<file path="src/rtl/causal_ctx_gen_if.sv">
// ---------------------------------------------------------------------------
// causal_ctx_gen_if
//
// Bundles the pixel input stream, the context output stream and the frame
// control/status lines of causal_ctx_gen.
//
// Handshake semantics (both streams): a transfer happens on a rising clock
// edge where valid and ready are both high. A producer holding valid must
// keep its payload stable until that edge. Ready may depend on valid in the
// same cycle.
//
// Signals:
//   start                    frame arm request (honoured only when idle)
//   pix_in/pix_valid/pix_ready  incoming raster-order samples
//   ctx_valid/ctx_ready      context stream handshake
//   a, b, c, d, x            left, above, above-left, above-right, current
//   col_index, row_index     position of the presented context
//   EOL, EOF                 last context of line / of frame
//   busy                     frame in progress
//
// Modports:
//   master : image source plus downstream consumer (drives pixels, start and
//            ctx_ready)
//   slave  : the context generator itself
// ---------------------------------------------------------------------------
interface causal_ctx_gen_if #(
    parameter int pixel_length = 8,
    parameter int COL_BITS     = 8,
    parameter int ROW_BITS     = 9
);
    logic                    start;
    logic [pixel_length-1:0] pix_in;
    logic                    pix_valid;
    logic                    pix_ready;
    logic                    ctx_valid;
    logic                    ctx_ready;
    logic [pixel_length-1:0] a;
    logic [pixel_length-1:0] b;
    logic [pixel_length-1:0] c;
    logic [pixel_length-1:0] d;
    logic [pixel_length-1:0] x;
    logic [COL_BITS-1:0]     col_index;
    logic [ROW_BITS-1:0]     row_index;
    logic                    EOL;
    logic                    EOF;
    logic                    busy;

    modport master (
        output start, pix_in, pix_valid, ctx_ready,
        input  pix_ready, ctx_valid, a, b, c, d, x,
        input  col_index, row_index, EOL, EOF, busy
    );

    modport slave (
        input  start, pix_in, pix_valid, ctx_ready,
        output pix_ready, ctx_valid, a, b, c, d, x,
        output col_index, row_index, EOL, EOF, busy
    );
endinterface

</file>
<file path="src/rtl/causal_ctx_gen.sv">
// ---------------------------------------------------------------------------
// causal_ctx_gen
//
// Streaming JPEG-LS causal-template generator. Raster-order pixels arrive on
// the pixel stream; the previous line is kept in an internal line buffer and
// one context (a, b, c, d, x) is emitted per pixel with the JPEG-LS edge rules:
//   row 0        : b = c = d = 0, a = previous x (0 at column 0)
//   row>0, col 0 : a = b, c = Ra used at column 0 of the previous line
//   row>0, col>0 : a = previous x, c = previous b
//   last column  : d = b
//
// Ports:
//   clk      rising-edge clock
//   reset    synchronous, active-high
//   bus      causal_ctx_gen_if.slave (pixel stream, context stream, start,
//            busy, position and EOL/EOF flags)
//   state_o  FSM state (0 IDLE, 1 RUN, 2 FLUSH) for observation
//
// Build option: define CTX_SKID_EN to add a one-entry skid register so that
// pix_ready is a flop with no combinational path from ctx_ready. Without it,
// pix_ready = RUN && (!ctx_valid || ctx_ready). Context streams are identical
// in both builds.
// ---------------------------------------------------------------------------
module causal_ctx_gen #(
    parameter int pixel_length = 8,
    parameter int LINE_WIDTH   = 135,
    parameter int NUM_LINES    = 311,
    parameter int COL_BITS     = $clog2(LINE_WIDTH + 1),
    parameter int ROW_BITS     = $clog2(NUM_LINES + 1)
) (
    input  logic                  clk,
    input  logic                  reset,
    causal_ctx_gen_if.slave       bus,
    output logic [1:0]            state_o
);
    localparam int PW       = pixel_length;
    localparam int IDX_BITS = (LINE_WIDTH > 1) ? $clog2(LINE_WIDTH) : 1;
    localparam logic [COL_BITS-1:0] LAST_COL = COL_BITS'(LINE_WIDTH - 1);
    localparam logic [ROW_BITS-1:0] LAST_ROW = ROW_BITS'(NUM_LINES - 1);

    typedef enum logic [1:0] {
        IDLE  = 2'd0,
        RUN   = 2'd1,
        FLUSH = 2'd2
    } state_t;

    typedef struct packed {
        logic [PW-1:0]       a;
        logic [PW-1:0]       b;
        logic [PW-1:0]       c;
        logic [PW-1:0]       d;
        logic [PW-1:0]       x;
        logic [COL_BITS-1:0] col;
        logic [ROW_BITS-1:0] row;
        logic                eol;
        logic                eof;
    } ctx_t;

    state_t              state_q, state_d;
    logic [COL_BITS-1:0] col_q, col_d;
    logic [ROW_BITS-1:0] row_q, row_d;
    logic [PW-1:0]       ra_first_q, ra_first_d;
    logic [PW-1:0]       prev_x_q, prev_x_d;
    logic [PW-1:0]       prev_b_q, prev_b_d;
    ctx_t                out_q, out_d;
    logic                ctx_valid_q, ctx_valid_d;
    logic [PW-1:0]       lb_q [LINE_WIDTH];

    logic                pix_ready;
    logic                accept;
    logic                ctx_take;
    logic [IDX_BITS-1:0] rd_idx;
    logic [IDX_BITS-1:0] nxt_idx;
    logic [PW-1:0]       lb_b;
    logic [PW-1:0]       lb_d;
    ctx_t                new_ctx;

`ifdef CTX_SKID_EN
    ctx_t skid_q, skid_d;
    logic skid_valid_q, skid_valid_d;
    logic pix_ready_q, pix_ready_d;

    assign pix_ready = pix_ready_q;
`else
    assign pix_ready = (state_q == RUN) && (!ctx_valid_q || bus.ctx_ready);
`endif

    assign accept   = bus.pix_valid && pix_ready;
    assign ctx_take = ctx_valid_q && bus.ctx_ready;

    // Line-buffer read happens before the same-cycle write. At the last
    // column the above-right neighbour does not exist, so d repeats b.
    assign rd_idx  = col_q[IDX_BITS-1:0];
    assign nxt_idx = (col_q == LAST_COL) ? rd_idx : rd_idx + IDX_BITS'(1);
    assign lb_b    = lb_q[rd_idx];
    assign lb_d    = lb_q[nxt_idx];

    // Context for the pixel currently on pix_in.
    always_comb begin
        new_ctx     = '0;
        new_ctx.x   = bus.pix_in;
        new_ctx.col = col_q;
        new_ctx.row = row_q;
        new_ctx.eol = (col_q == LAST_COL);
        new_ctx.eof = (col_q == LAST_COL) && (row_q == LAST_ROW);
        if (row_q == '0) begin
            new_ctx.a = (col_q == '0) ? '0 : prev_x_q;
        end else if (col_q == '0) begin
            new_ctx.a = lb_b;
            new_ctx.b = lb_b;
            new_ctx.c = ra_first_q;
            new_ctx.d = lb_d;
        end else begin
            new_ctx.a = prev_x_q;
            new_ctx.b = lb_b;
            new_ctx.c = prev_b_q;
            new_ctx.d = lb_d;
        end
    end

    // Next-state: FSM, position counters, neighbour history, output stage.
    always_comb begin
        state_d     = state_q;
        col_d       = col_q;
        row_d       = row_q;
        ra_first_d  = ra_first_q;
        prev_x_d    = prev_x_q;
        prev_b_d    = prev_b_q;
        out_d       = out_q;
        ctx_valid_d = ctx_valid_q;
`ifdef CTX_SKID_EN
        skid_d       = skid_q;
        skid_valid_d = skid_valid_q;
        pix_ready_d  = 1'b0;
`endif

        case (state_q)
            IDLE: begin
                if (bus.start) begin
                    state_d    = RUN;
                    col_d      = '0;
                    row_d      = '0;
                    ra_first_d = '0;
                end
            end
            RUN: begin
                if (accept && new_ctx.eof) begin
                    state_d = FLUSH;
                end
            end
            FLUSH: begin
                if (ctx_take && out_q.eof) begin
                    state_d = IDLE;
                end
            end
            default: state_d = IDLE;
        endcase

        if (accept) begin
            prev_x_d = bus.pix_in;
            prev_b_d = new_ctx.b;
            if ((row_q != '0) && (col_q == '0)) begin
                ra_first_d = new_ctx.a;
            end
            if (col_q == LAST_COL) begin
                col_d = '0;
                row_d = (row_q == LAST_ROW) ? '0 : row_q + ROW_BITS'(1);
            end else begin
                col_d = col_q + COL_BITS'(1);
            end
        end

`ifdef CTX_SKID_EN
        // Output register refills from the skid entry first so ordering is
        // preserved; a context accepted during a stall parks in the skid.
        if (!ctx_valid_q || bus.ctx_ready) begin
            if (skid_valid_q) begin
                out_d        = skid_q;
                ctx_valid_d  = 1'b1;
                skid_valid_d = 1'b0;
            end else if (accept) begin
                out_d       = new_ctx;
                ctx_valid_d = 1'b1;
            end else begin
                ctx_valid_d = 1'b0;
            end
        end else if (accept) begin
            skid_d       = new_ctx;
            skid_valid_d = 1'b1;
        end
        pix_ready_d = (state_d == RUN) && !skid_valid_d;
`else
        if (accept) begin
            out_d       = new_ctx;
            ctx_valid_d = 1'b1;
        end else if (ctx_take) begin
            ctx_valid_d = 1'b0;
        end
`endif
    end

    always_ff @(posedge clk) begin
        if (reset) begin
            state_q     <= IDLE;
            col_q       <= '0;
            row_q       <= '0;
            ra_first_q  <= '0;
            prev_x_q    <= '0;
            prev_b_q    <= '0;
            out_q       <= '0;
            ctx_valid_q <= 1'b0;
`ifdef CTX_SKID_EN
            skid_q       <= '0;
            skid_valid_q <= 1'b0;
            pix_ready_q  <= 1'b0;
`endif
        end else begin
            state_q     <= state_d;
            col_q       <= col_d;
            row_q       <= row_d;
            ra_first_q  <= ra_first_d;
            prev_x_q    <= prev_x_d;
            prev_b_q    <= prev_b_d;
            out_q       <= out_d;
            ctx_valid_q <= ctx_valid_d;
`ifdef CTX_SKID_EN
            skid_q       <= skid_d;
            skid_valid_q <= skid_valid_d;
            pix_ready_q  <= pix_ready_d;
`endif
        end
    end

    // Line buffer holds no reset: row 0 forces b, c, d to zero, so stale
    // contents from a previous frame are never observed.
    always_ff @(posedge clk) begin
        if (accept) begin
            lb_q[rd_idx] <= bus.pix_in;
        end
    end

    assign bus.pix_ready = pix_ready;
    assign bus.ctx_valid = ctx_valid_q;
    assign bus.a         = out_q.a;
    assign bus.b         = out_q.b;
    assign bus.c         = out_q.c;
    assign bus.d         = out_q.d;
    assign bus.x         = out_q.x;
    assign bus.col_index = out_q.col;
    assign bus.row_index = out_q.row;
    assign bus.EOL       = out_q.eol;
    assign bus.EOF       = out_q.eof;
    assign bus.busy      = (state_q != IDLE);
    assign state_o       = state_q;

endmodule
</file>
<file path="src/flat_wrapper.sv">
// flat-port wrapper written by rule: the top's interface ports become plain ports
module causal_ctx_gen_flat 
#(
    parameter int pixel_length = 8,
    parameter int LINE_WIDTH   = 135,
    parameter int NUM_LINES    = 311,
    parameter int COL_BITS     = $clog2(LINE_WIDTH + 1),
    parameter int ROW_BITS     = $clog2(NUM_LINES + 1)
)
  (clk, reset, state_o, bus_start, bus_pix_in, bus_pix_valid, bus_ctx_ready, bus_pix_ready, bus_ctx_valid, bus_a, bus_b, bus_c, bus_d, bus_x, bus_col_index, bus_row_index, bus_EOL, bus_EOF, bus_busy);
  causal_ctx_gen_if #(.pixel_length(pixel_length), .COL_BITS(COL_BITS), .ROW_BITS(ROW_BITS)) bus_i ();
  input  logic clk;
  input  logic reset;
  output logic [1:0] state_o;
  input wire logic [$bits(bus_i.start)-1:0] bus_start;
  input wire logic [$bits(bus_i.pix_in)-1:0] bus_pix_in;
  input wire logic [$bits(bus_i.pix_valid)-1:0] bus_pix_valid;
  input wire logic [$bits(bus_i.ctx_ready)-1:0] bus_ctx_ready;
  output wire logic [$bits(bus_i.pix_ready)-1:0] bus_pix_ready;
  output wire logic [$bits(bus_i.ctx_valid)-1:0] bus_ctx_valid;
  output wire logic [$bits(bus_i.a)-1:0] bus_a;
  output wire logic [$bits(bus_i.b)-1:0] bus_b;
  output wire logic [$bits(bus_i.c)-1:0] bus_c;
  output wire logic [$bits(bus_i.d)-1:0] bus_d;
  output wire logic [$bits(bus_i.x)-1:0] bus_x;
  output wire logic [$bits(bus_i.col_index)-1:0] bus_col_index;
  output wire logic [$bits(bus_i.row_index)-1:0] bus_row_index;
  output wire logic [$bits(bus_i.EOL)-1:0] bus_EOL;
  output wire logic [$bits(bus_i.EOF)-1:0] bus_EOF;
  output wire logic [$bits(bus_i.busy)-1:0] bus_busy;
  assign bus_i.start = bus_start;
  assign bus_i.pix_in = bus_pix_in;
  assign bus_i.pix_valid = bus_pix_valid;
  assign bus_i.ctx_ready = bus_ctx_ready;
  assign bus_pix_ready = bus_i.pix_ready;
  assign bus_ctx_valid = bus_i.ctx_valid;
  assign bus_a = bus_i.a;
  assign bus_b = bus_i.b;
  assign bus_c = bus_i.c;
  assign bus_d = bus_i.d;
  assign bus_x = bus_i.x;
  assign bus_col_index = bus_i.col_index;
  assign bus_row_index = bus_i.row_index;
  assign bus_EOL = bus_i.EOL;
  assign bus_EOF = bus_i.EOF;
  assign bus_busy = bus_i.busy;
  causal_ctx_gen #(.pixel_length(pixel_length), .LINE_WIDTH(LINE_WIDTH), .NUM_LINES(NUM_LINES), .COL_BITS(COL_BITS), .ROW_BITS(ROW_BITS)) u_core (.clk(clk), .reset(reset), .bus(bus_i), .state_o(state_o));
endmodule
</file>
<file path="config.mk">
export PLATFORM = sky130hd
export DESIGN_NAME = causal_ctx_gen_flat
export DESIGN_NICKNAME = d
export VERILOG_FILES = /design/src/rtl/causal_ctx_gen_if.sv /design/src/rtl/causal_ctx_gen.sv /design/src/flat_wrapper.sv
export SDC_FILE = /design/constraint.sdc
export NUM_CORES = 2
export LEC_CHECK = 0
export BUFFER_PORTS_ARGS = -buffer_cell sky130_fd_sc_hd__buf_2
export CORE_MARGIN = 3
export CORE_UTILIZATION = 40
export CTS_CLUSTER_SIZE = 28
export DETAILED_ROUTE_END_ITERATION = 10
export GPL_ROUTABILITY_DRIVEN = 0
export HOLD_SLACK_MARGIN = 0.15
export PLACE_DENSITY = 0.64
export SLEW_MARGIN = 0
export SYNTH_ARGS = -nofsm -noshare
export SYNTH_HDL_FRONTEND = slang
export SYNTH_SLANG_ARGS = --single-unit
export TNS_END_PERCENT = 10
</file>
<file path="constraint.sdc">
create_clock -name clk -period 3.9 [get_ports clk]
set_input_delay 0.195 -clock clk [delete_from_list [all_inputs] [get_ports clk]]
set_output_delay 0.195 -clock clk [all_outputs]
set_load 0.05 [all_outputs]
</file>
==> metrics.cfg <==
[sta]
min_period_over_period_pct = 98.29
fmax_mhz = 260.9
finalMaxSlewViolations = 0
max-slew-margin-rel_pct = 16.19
finalCriticalPeriod_ns = 3.833
finalHoldViolCount = 0
finalSetupViolCount = 0
tightest_slew_ns = 1.254
fin_skew_ns = 0.02140
rsz0062_at_grt = no

[die]
boundaryPins = 77
rows = 135
fp.dieH_um = 375.7
core_um2 = 135600
die_w_um = 375.7
die-area_um2 = 141200
start_util_pct = 40.32

[route]
wirelength_mm = 178.7
wl_met3_mm = 22.00
num_vias = 34840
vias_per_cell = 6.427
wl_met1_mm = 67.37
wl_met2_mm = 82.26
wl_per_cell_um = 32.97
drtAntennaViolNets = 0
drtPass1Iterations = 6
drc_errors = 0
dr.max_layer_used = met5
first_iter_violations = 4899

[final_layout]
mostFrequentLayoutCell = edfxtp_1
area_delta_synth_final_pct = 16.49
fillCellCount = 11380
nets = 3554
fin_area_um2 = 63700
drive_gt1_share_pct = 33.07
ff_latch_area_um2 = 34350
layout.cells.most_common_list = 1080 x edfxtp_1, 494 x mux4_2, 337 x buf_4
multi_input_area_um2 = 19190

[synthesis]
ys_types = 72
ys_top_cells_by_area = edfxtp_1 59%, mux4_2 20%, dfxtp_1 3.5%
synth-edff-count = 1080
netlist.top_cell.by_area = edfxtp_1
syn_avg_cell_area_um2 = 17.08
netlist_instances = 3201
synth-main-ff-cell = edfxtp_1
synth_area_um2 = 54680
ys_ff_latch = 1175
yosysWarningCount = 0
async_flop_share_pct = 0
syn_nets = 3222
ys_seq_area_share_pct = 62.78
netlist.area_leader.share_pct = 59.31

[clock_tree]
clockRootBuffer = clkbuf_16
cts_buffers = 119
clk_latency_ns = 0.75
cts_sinks = 1175
ctsLongestPathBuffers = 3
h-tree-depth = 3
clkTransAtPathRegs_ns = 0.06
cts_setup_buffers = 0
cts_tree = built

[global_route]
grt_overflow = 0
antenna_found_initial = 6
grt_max_degree = 104
grt_pass1_wl_mm = 254.9
grt_use_total_pct = 25.10
first_global_vias = 34050

[worst_setup_path]
cp-start-kind = flip-flop
end_kind = flip-flop
critPathKind = reg2reg
worstRegToRegCells = 15
critPathMaxFanout = 14
cp.required_ns = 4.50
arrival_ns = 4.43

[power_and_ir_drop]
leakagePower_nw = 20.07
power_mw = 27.62
max-vdd-ir-drop_uv = 343.5
pwr_density_cell_nw_per_um2 = 433.6

[place]
dp_hpwl_mm = 121.2
placed_area_um2 = 59360
port_buffers = 76

[outcome]
outcome = complete, no violations

[min_path]
hold_path_depth = 1
min_path_type = in2reg

[run]
max_cap_viol_count = 0

-- area by class of cell --
type	count	area share, %
tap	1781	3.498
clock inverter	70	1.554
inverter	15	0.08839
antenna	7	0.02750
multi-input combinational	1772	30.12
sequential	1175	53.92
timing repair buffer	450	5.747
clock buffer	150	5.046
-- cells in the mapped netlist (14+ instances only) --
| cell type | number |
|---|---|
| a21oi_1 | 106 |
| nand3_1 | 62 |
| a221oi_1 | 25 |
| mux4_1 | 15 |
| dfxtp_1 | 95 |
| nor2_1 | 219 |
| o211ai_1 | 26 |
| a22o_1 | 15 |
| edfxtp_1 | 1080 |
| buf_6 | 21 |
| inv_1 | 14 |
| a31o_2 | 15 |
| o21ai_0 | 64 |
| clkbuf_1 | 115 |
| nor3_1 | 35 |
| nand2_1 | 256 |
| mux4_2 | 494 |
| nor2b_1 | 23 |
| buf_1 | 19 |
| a31oi_1 | 35 |
| mux2_2 | 33 |
| buf_2 | 62 |
| a22oi_1 | 57 |
| o221ai_1 | 15 |
| mux2i_1 | 110 |
| buf_4 | 19 |
-- metal layers --
metal | up-vias | track usage (%)
li1 | 13930 | -
met1 | 18090 | 33.84
met2 | 2435 | 38.59
met3 | 371 | 7.548
met4 | 6 | 9.299
met5 | - | 0
-- worst paths after layout --
path                                                   endpoint                            start  slack, ns
worst max-delay path               u_core.bus.d[3]$_SDFFE_PP0P_     u_core.col_q[0]$_SDFFE_PP0P_       0.07
worst min-delay path               u_core.lb_q[40][6]$_DFFE_PP_                    bus_pix_in[6]       0.24
worst max register to register     u_core.bus.d[3]$_SDFFE_PP0P_     u_core.col_q[0]$_SDFFE_PP0P_       0.07
worst min register to register  u_core.ra_first_q[6]$_SDFF_PP0_  u_core.ra_first_q[6]$_SDFF_PP0_       0.44
-- registers in the layout, summed over array words and instances, names as in the netlist, named ones only --
| signal | cells |
|---|---|
| u_core.prev_b_q | 8 |
| u_core.state_o | 2 |
| u_core.bus.c | 8 |
| u_core.bus.EOF | 1 |
| u_core.lb_q | 1080 |
| u_core.bus.EOL | 1 |
| u_core.bus.col_index | 8 |
| u_core.ra_first_q | 8 |
| u_core.bus.d | 8 |
| u_core.bus.a | 8 |
| u_core.col_q | 8 |
| u_core.bus.row_index | 9 |
| u_core.bus.ctx_valid | 1 |
| u_core.prev_x_q | 8 |
| u_core.row_q | 9 |
-- where the power goes --
group / internal [mW] / total (mW) / switching [mW]
registers: 13.7 / 13.8 / 0.0175
logic: 0.617 / 1.49 / 0.876
clock network: 7.41 / 12.4 / 4.95
-- worst max-delay path, cell delays in order (launching register included) --
cell and delay (ns):
dfxtp_1 0.31, inv_1 0.07, ha_1 0.32, nand3b_2 0.20, nor2_4 0.15, inv_2 0.06, ha_4 0.26, buf_12 0.16
buf_4 0.20, nand2b_1 0.26, nor3_2 0.49, buf_4 0.31, a31oi_1 0.09, and3_1 0.17, o31ai_1 0.44, a31oi_1 0.15
-- metrics by stage --
step	utilization [%]	cells	hold WS, ns	setup TNS [ns]	setup WS [ns]
floorplan	-	3201	0.2939	0	0.2583
global placement	43.76	5182	0.4368	-0.5563	-0.3497
detailed placement	43.76	5182	0.4349	-0.4635	-0.3971
CTS	46.95	5413	0.1989	0	0.1100
global route	46.95	5413	0.2739	0	0.04251
finish	46.96	5420	0.2397	0	0.06683
-- cells by family after synthesis --
group	count (synthesis)	share of synthesized area, %
DFF	1175	62.78
and+or+nand+nor	660	5.237
muxes	652	23.76
AOI/OAI and AO/OA	441	5.475
buffers and inverters	254	2.384
xor gates and xnor gates	11	0.1762
adders and majority gates	8	0.1831
-- timing repair --
item	in CTS	in global routing
hold endpoints to repair	403	0
hold buffers	11	0
endpoints found under the setup margin	2	1
resized for setup	3	1
No activity file was read; power rests on OpenSTA's default activity.
